===== config.mk =====
export PLATFORM = sky130hd
export DESIGN_NAME = mem_reader
export DESIGN_NICKNAME = d
export VERILOG_FILES = /design/src/rtl/mem_reader.sv
export SDC_FILE = /design/constraint.sdc
export NUM_CORES = 1
export LEC_CHECK = 0
export BUFFER_PORTS_ARGS = -buffer_cell sky130_fd_sc_hd__buf_4
export CORE_MARGIN = 10
export CORE_UTILIZATION = 35
export DETAILED_ROUTE_END_ITERATION = 7
export GPL_TIMING_DRIVEN = 1
export PLACE_DENSITY = 0.57
export SLEW_MARGIN = 20
export SYNTH_ARGS = -nofsm -noshare
export SYNTH_HDL_FRONTEND = slang
export SYNTH_SLANG_ARGS = --single-unit

===== constraint.sdc =====
create_clock -name clk -period 7.7 [get_ports clk]
set_input_delay 1.54 -clock clk [delete_from_list [all_inputs] [get_ports clk]]
set_output_delay 1.54 -clock clk [all_outputs]
set_load 0.02 [all_outputs]

===== src/rtl/mem_reader.sv =====
// rtl/mem_reader.sv - streams words from the RAM read port as a valid/ready stream
// Read strobes are registered; a 3-entry FIFO absorbs the one-cycle RAM read latency.
module mem_reader #(
  parameter int ADDR_W = 10,
  parameter int DATA_W = 8,
  parameter int LEN_W  = ADDR_W + 1
) (
  input  logic              clk,
  input  logic              rst,
  input  logic              cmd_valid,
  output logic              cmd_ready,
  input  logic [ADDR_W-1:0] cmd_addr,
  input  logic [LEN_W-1:0]  cmd_len,
  output logic              mem_rd,
  output logic [ADDR_W-1:0] mem_raddr,
  input  logic [DATA_W-1:0] mem_rdata,
  output logic              out_valid,
  input  logic              out_ready,
  output logic [DATA_W-1:0] out_data,
  output logic              out_last,
  output logic              busy,
  output logic              done
);

  typedef enum logic [1:0] {IDLE, READ, DRAIN} state_t;

  state_t            state;
  logic [ADDR_W-1:0] addr_cnt;
  logic [LEN_W-1:0]  issue_rem;
  logic [LEN_W-1:0]  out_rem;
  logic              rd_q;
  logic [DATA_W-1:0] fifo0, fifo1, fifo2;
  logic [1:0]        wr_ptr, rd_ptr, count;
  logic              push, pop;
  logic [2:0]        count_n;
  logic              can_issue;

  function automatic logic [1:0] next_ptr(input logic [1:0] p);
    return (p == 2'd2) ? 2'd0 : p + 2'd1;
  endfunction

  assign cmd_ready = (state == IDLE);
  assign busy      = (state != IDLE);
  assign out_valid = (count != 2'd0);
  assign out_last  = out_valid && (out_rem == LEN_W'(1));
  assign push      = rd_q;
  assign pop       = out_valid && out_ready;

  // A read issued next cycle lands two edges later, so it must fit beside the
  // post-edge occupancy plus the read currently on the RAM port.
  always_comb begin
    count_n   = {1'b0, count} + {2'b0, push} - {2'b0, pop};
    can_issue = (issue_rem != '0) && ((count_n + {2'b0, mem_rd}) < 3'd3);
  end

  always_comb begin
    case (rd_ptr)
      2'd0:    out_data = fifo0;
      2'd1:    out_data = fifo1;
      default: out_data = fifo2;
    endcase
  end

  always_ff @(posedge clk or posedge rst) begin
    if (rst) begin
      fifo0  <= '0;
      fifo1  <= '0;
      fifo2  <= '0;
      wr_ptr <= 2'd0;
      rd_ptr <= 2'd0;
      count  <= 2'd0;
    end else begin
      if (push) begin
        case (wr_ptr)
          2'd0:    fifo0 <= mem_rdata;
          2'd1:    fifo1 <= mem_rdata;
          default: fifo2 <= mem_rdata;
        endcase
        wr_ptr <= next_ptr(wr_ptr);
      end
      if (pop) rd_ptr <= next_ptr(rd_ptr);
      count <= count_n[1:0];
    end
  end

  always_ff @(posedge clk or posedge rst) begin
    if (rst) begin
      state     <= IDLE;
      addr_cnt  <= '0;
      issue_rem <= '0;
      out_rem   <= '0;
      mem_rd    <= 1'b0;
      mem_raddr <= '0;
      rd_q      <= 1'b0;
      done      <= 1'b0;
    end else begin
      done <= 1'b0;
      rd_q <= mem_rd;
      if (pop) out_rem <= out_rem - 1'b1;
      case (state)
        IDLE: begin
          mem_rd <= 1'b0;
          if (cmd_valid) begin
            if (cmd_len == '0) begin
              done <= 1'b1;
            end else begin
              mem_rd    <= 1'b1;
              mem_raddr <= cmd_addr;
              addr_cnt  <= cmd_addr + 1'b1;
              issue_rem <= cmd_len - 1'b1;
              out_rem   <= cmd_len;
              state     <= (cmd_len == LEN_W'(1)) ? DRAIN : READ;
            end
          end
        end
        READ: begin
          if (can_issue) begin
            mem_rd    <= 1'b1;
            mem_raddr <= addr_cnt;
            addr_cnt  <= addr_cnt + 1'b1;
            issue_rem <= issue_rem - 1'b1;
            if (issue_rem == LEN_W'(1)) state <= DRAIN;
          end else begin
            mem_rd <= 1'b0;
          end
        end
        DRAIN: begin
          mem_rd <= 1'b0;
          if (pop && out_last) begin
            state <= IDLE;
            done  <= 1'b1;
          end
        end
        default: begin
          mem_rd <= 1'b0;
          state  <= IDLE;
        end
      endcase
    end
  end

endmodule

==> results.md <==
- Status: finished, final reports clean
- Worst Path Buf+Inv: 4
- IO buf count: 56
- Num rows: 40
- Synth Cell Area: around 4400 um^2
- Die W: roughly 130 um
- Vias: 3,449
- Critical Path RT: roughly 7.9 ns
- Min Clock Period, post-route: approximately 4.6 ns
- Clock power share: between 15 and 20%
- TritonCTS Buffers: 9
- Power consumption: approximately 2400 uW
- Most frequent cell after synthesis: dfrtp_1
- Cells after DPL: about 660
- Ys async rst share: 100%
- Yosys top cell area share: between 40 and 50%
- Max Clock Freq: around 0.22 GHz
- Cells after Synth: around 450
- Vias in the first global route: 3,532
- # IOs: 57
- Yosys reg bits: between 70 and 80
- Worst VDD drop: 0.276 mV
- Fin cells: approximately 670
- DR vias/cell: a little over 5
- YS warnings: 0
- Leakage power: approximately 0.0022 uW
- TritonRoute pass-1 iters: 4
- Slew margin rel.: between 40% and 50%
- Most area-consuming cells after synthesis: dfrtp_1 (44%), mux2_2 (7.7%), nand2_1 (5.6%)
- Cell type group with the largest total delay on the critical path: compound AO/OA/AOI/OAI gates
- Net Count, Synth: slightly below 500
- Die area: ~17,000 um^2
- Clk Latency, worst-skew pair: around 0.33 ns
- Seq pwr share: between 30% and 40%
- Main flop type after synthesis: dfrtp_1
- Final Hold Vio Count: 0
- Critical path peak fanout: 37
- Final layout net count: 544
- Worst slew pin tran: slightly above 0.8 ns
- Avg WL per Cell: ~16 um
- CP Capture Type: register
- Htree depth: 3
- EDFF count, synth: 0
- Clock sinks: 77
- Post-CTS Setup Inserts: 0
- Hold Buf Count CTS: 0
- CTS clk-pin slew, worst paths: approximately 0.060 ns
- Layout cells sized above 1: about a quarter
- Clock Skew: 0.00676 ns
- RSZ-0062 raised after global routing: no
- Post-synth top cells: dfrtp_1 (77), nand2_1 (66), nor2_1 (40)
- Final wirelength: between 10,000 and 15,000 um
- Critical path cell sequence: buf_4 -> o21ai_1 -> xnor2_1 -> ha_1 -> inv_1 -> fa_1 -> inv_1 -> ha_1 -> xor3_1 -> a21oi_1 -> and2_2 -> nor2_2 -> inv_2 -> o21ai_0 -> a32o_1
- Initial drt markers: approximately 190
- Number of max-cap violations: 0
- CP arrival: approximately 4.9 ns
- Final-report setup violation count: 0
- PwrDens: approximately 460 nW/um^2
- Syn Area/Cell: about 9.7 um^2
- Synth area leader: dfrtp_1
- Gr usage total: around 12%
- Residual DRC: 0
- Sequential fraction of the synthesis area: a little over two fifths
- Worst Hold Class: register to register
- Inserted Diodes: 0
- Initial antenna violation count: 0
- Setup TNS: 0 ns
- Root buffer cell: clkbuf_16
- Slowest Stage Delay on Critical Path: 0.48 ns
- GP Congestion: ~0.84
- Layout area overhead: 18.9%
- CP max-delay cell: fa_1
- Critical Path Source Type: primary input
- Post-DRT Antenna Nets: 0
- P_int: between 1000 and 1500 uW
- First-pass GRT wire length: 18,000 um
- Logic gate share of total power: roughly 49%
- GR Overflow Total: 0
- Final worst-path cycle share: 60.0%
- Largest net degree at the start of global routing: a little under 80
- Slew Limit Fails: 0
- Post-CTS sizing: 0
- Core area: ~12,000 um^2
- Switching portion of total power: about two fifths
- HPWL after detailed placement: roughly 7500 um
- CTS tree: built
- Initial Utilization: 36.1%
- Synth unique cells: 67
- CTS Buffer Depth: 2
- Psw: ~1000 uW
- Die Height: 132 um
- Crit Path Category: primary input to register
==> power by group through the flow <==
stage / combinational, uW / sequential, uW / clock [uW]
floorplan: 901 / 771 / 0
global placement: 1150 / 807 / 0
detailed placement: 1170 / 815 / 0
CTS: 1180 / 810 / 428
global route: 1300 / 847 / 447
finish: 1160 / 808 / 415
==> routing by layer <==
metal	GRT usage, %	wire [um]	vias up
met5	0	0	-
met2	19.8	4910	76
met1	15.7	4880	1658
met3	3.54	580	13
met4	3.96	142	0
li1	-	-	1702
==> kinds of logic (layout without fill, tap and decap cells) <==
| family | Yosys count | in the layout | share of synthesized area [%] |
|---|---|---|---|
| AND/OR/NAND/NOR | 167 | 167 | 19.1 |
| flip-flops | 77 | 77 | 43.9 |
| multiplexers | 49 | 49 | 12.7 |
| XOR/XNOR | 18 | 18 | 3.93 |
| adder cells (fa/ha/maj) | 11 | 11 | 3.30 |
| AO/OA/AOI/OAI | 92 | 92 | 13.0 |
| buffers and inverters | 38 | 90 | 4.02 |
==> metrics by stage <==
step	setup slack (ns)	instance area, um^2	hold slack (ns)	util, %
2_1_floorplan	3.66	4390	0.446	-
3_5_place_dp	2.74	4930	0.438	40.5
4_1_cts	3.08	5220	0.451	42.9
6_report	3.08	5220	0.437	42.9
5_1_grt	2.78	5220	0.450	42.9
3_3_place_gp	2.81	4930	0.435	40.5
==> worst paths after layout <==
kind / slack, ns / from / cells past startpoint / to
setup reg to reg: 3.77 / count[1] / 14 / issue_rem[5]
hold / removal: 0.44 / mem_rd / 0 / push
hold reg to reg: 0.44 / mem_rd / 0 / push
min in group asynchronous: 1.40 / rst / 3 / fifo0[5]
setup / recovery: 3.08 / out_ready / 15 / issue_rem[5]
max in group asynchronous: 5.82 / rst / 3 / issue_rem[0]
==> cell type report <==
class	instances	area, um^2
fillers	1193	6940
inverters	17	65.1
flip-flops and latches	77	1930
multi-input cells	337	2290
repair buffers	58	439
well taps	168	210
clock inverters	6	65.1
clock buffers	9	225
==> flip-flops by register name, indices dropped and copies added (netlist names) <==
register	flops
done	1
wr_ptr	2
fifo1	8
mem_raddr	10
count	2
fifo0	8
mem_rd	1
out_rem	11
fifo2	8
issue_rem	11
rd_ptr	2
addr_cnt	10
state	2
push	1
==> layout by cell type, fill, tap and decap left out, drive strengths merged, types with 7 or more instances in the layout <==
cell type	n
a21oi	24
inv	16
xnor2	8
nor3	9
and2	7
ha	10
o21ai	30
xor2	9
nor4	11
mux2	31
buf	58
clkbuf	9
o22ai	7
mux2i	18
nand2	66
dfrtp	77
nor2	41
(Power assumes the default switching activity.)
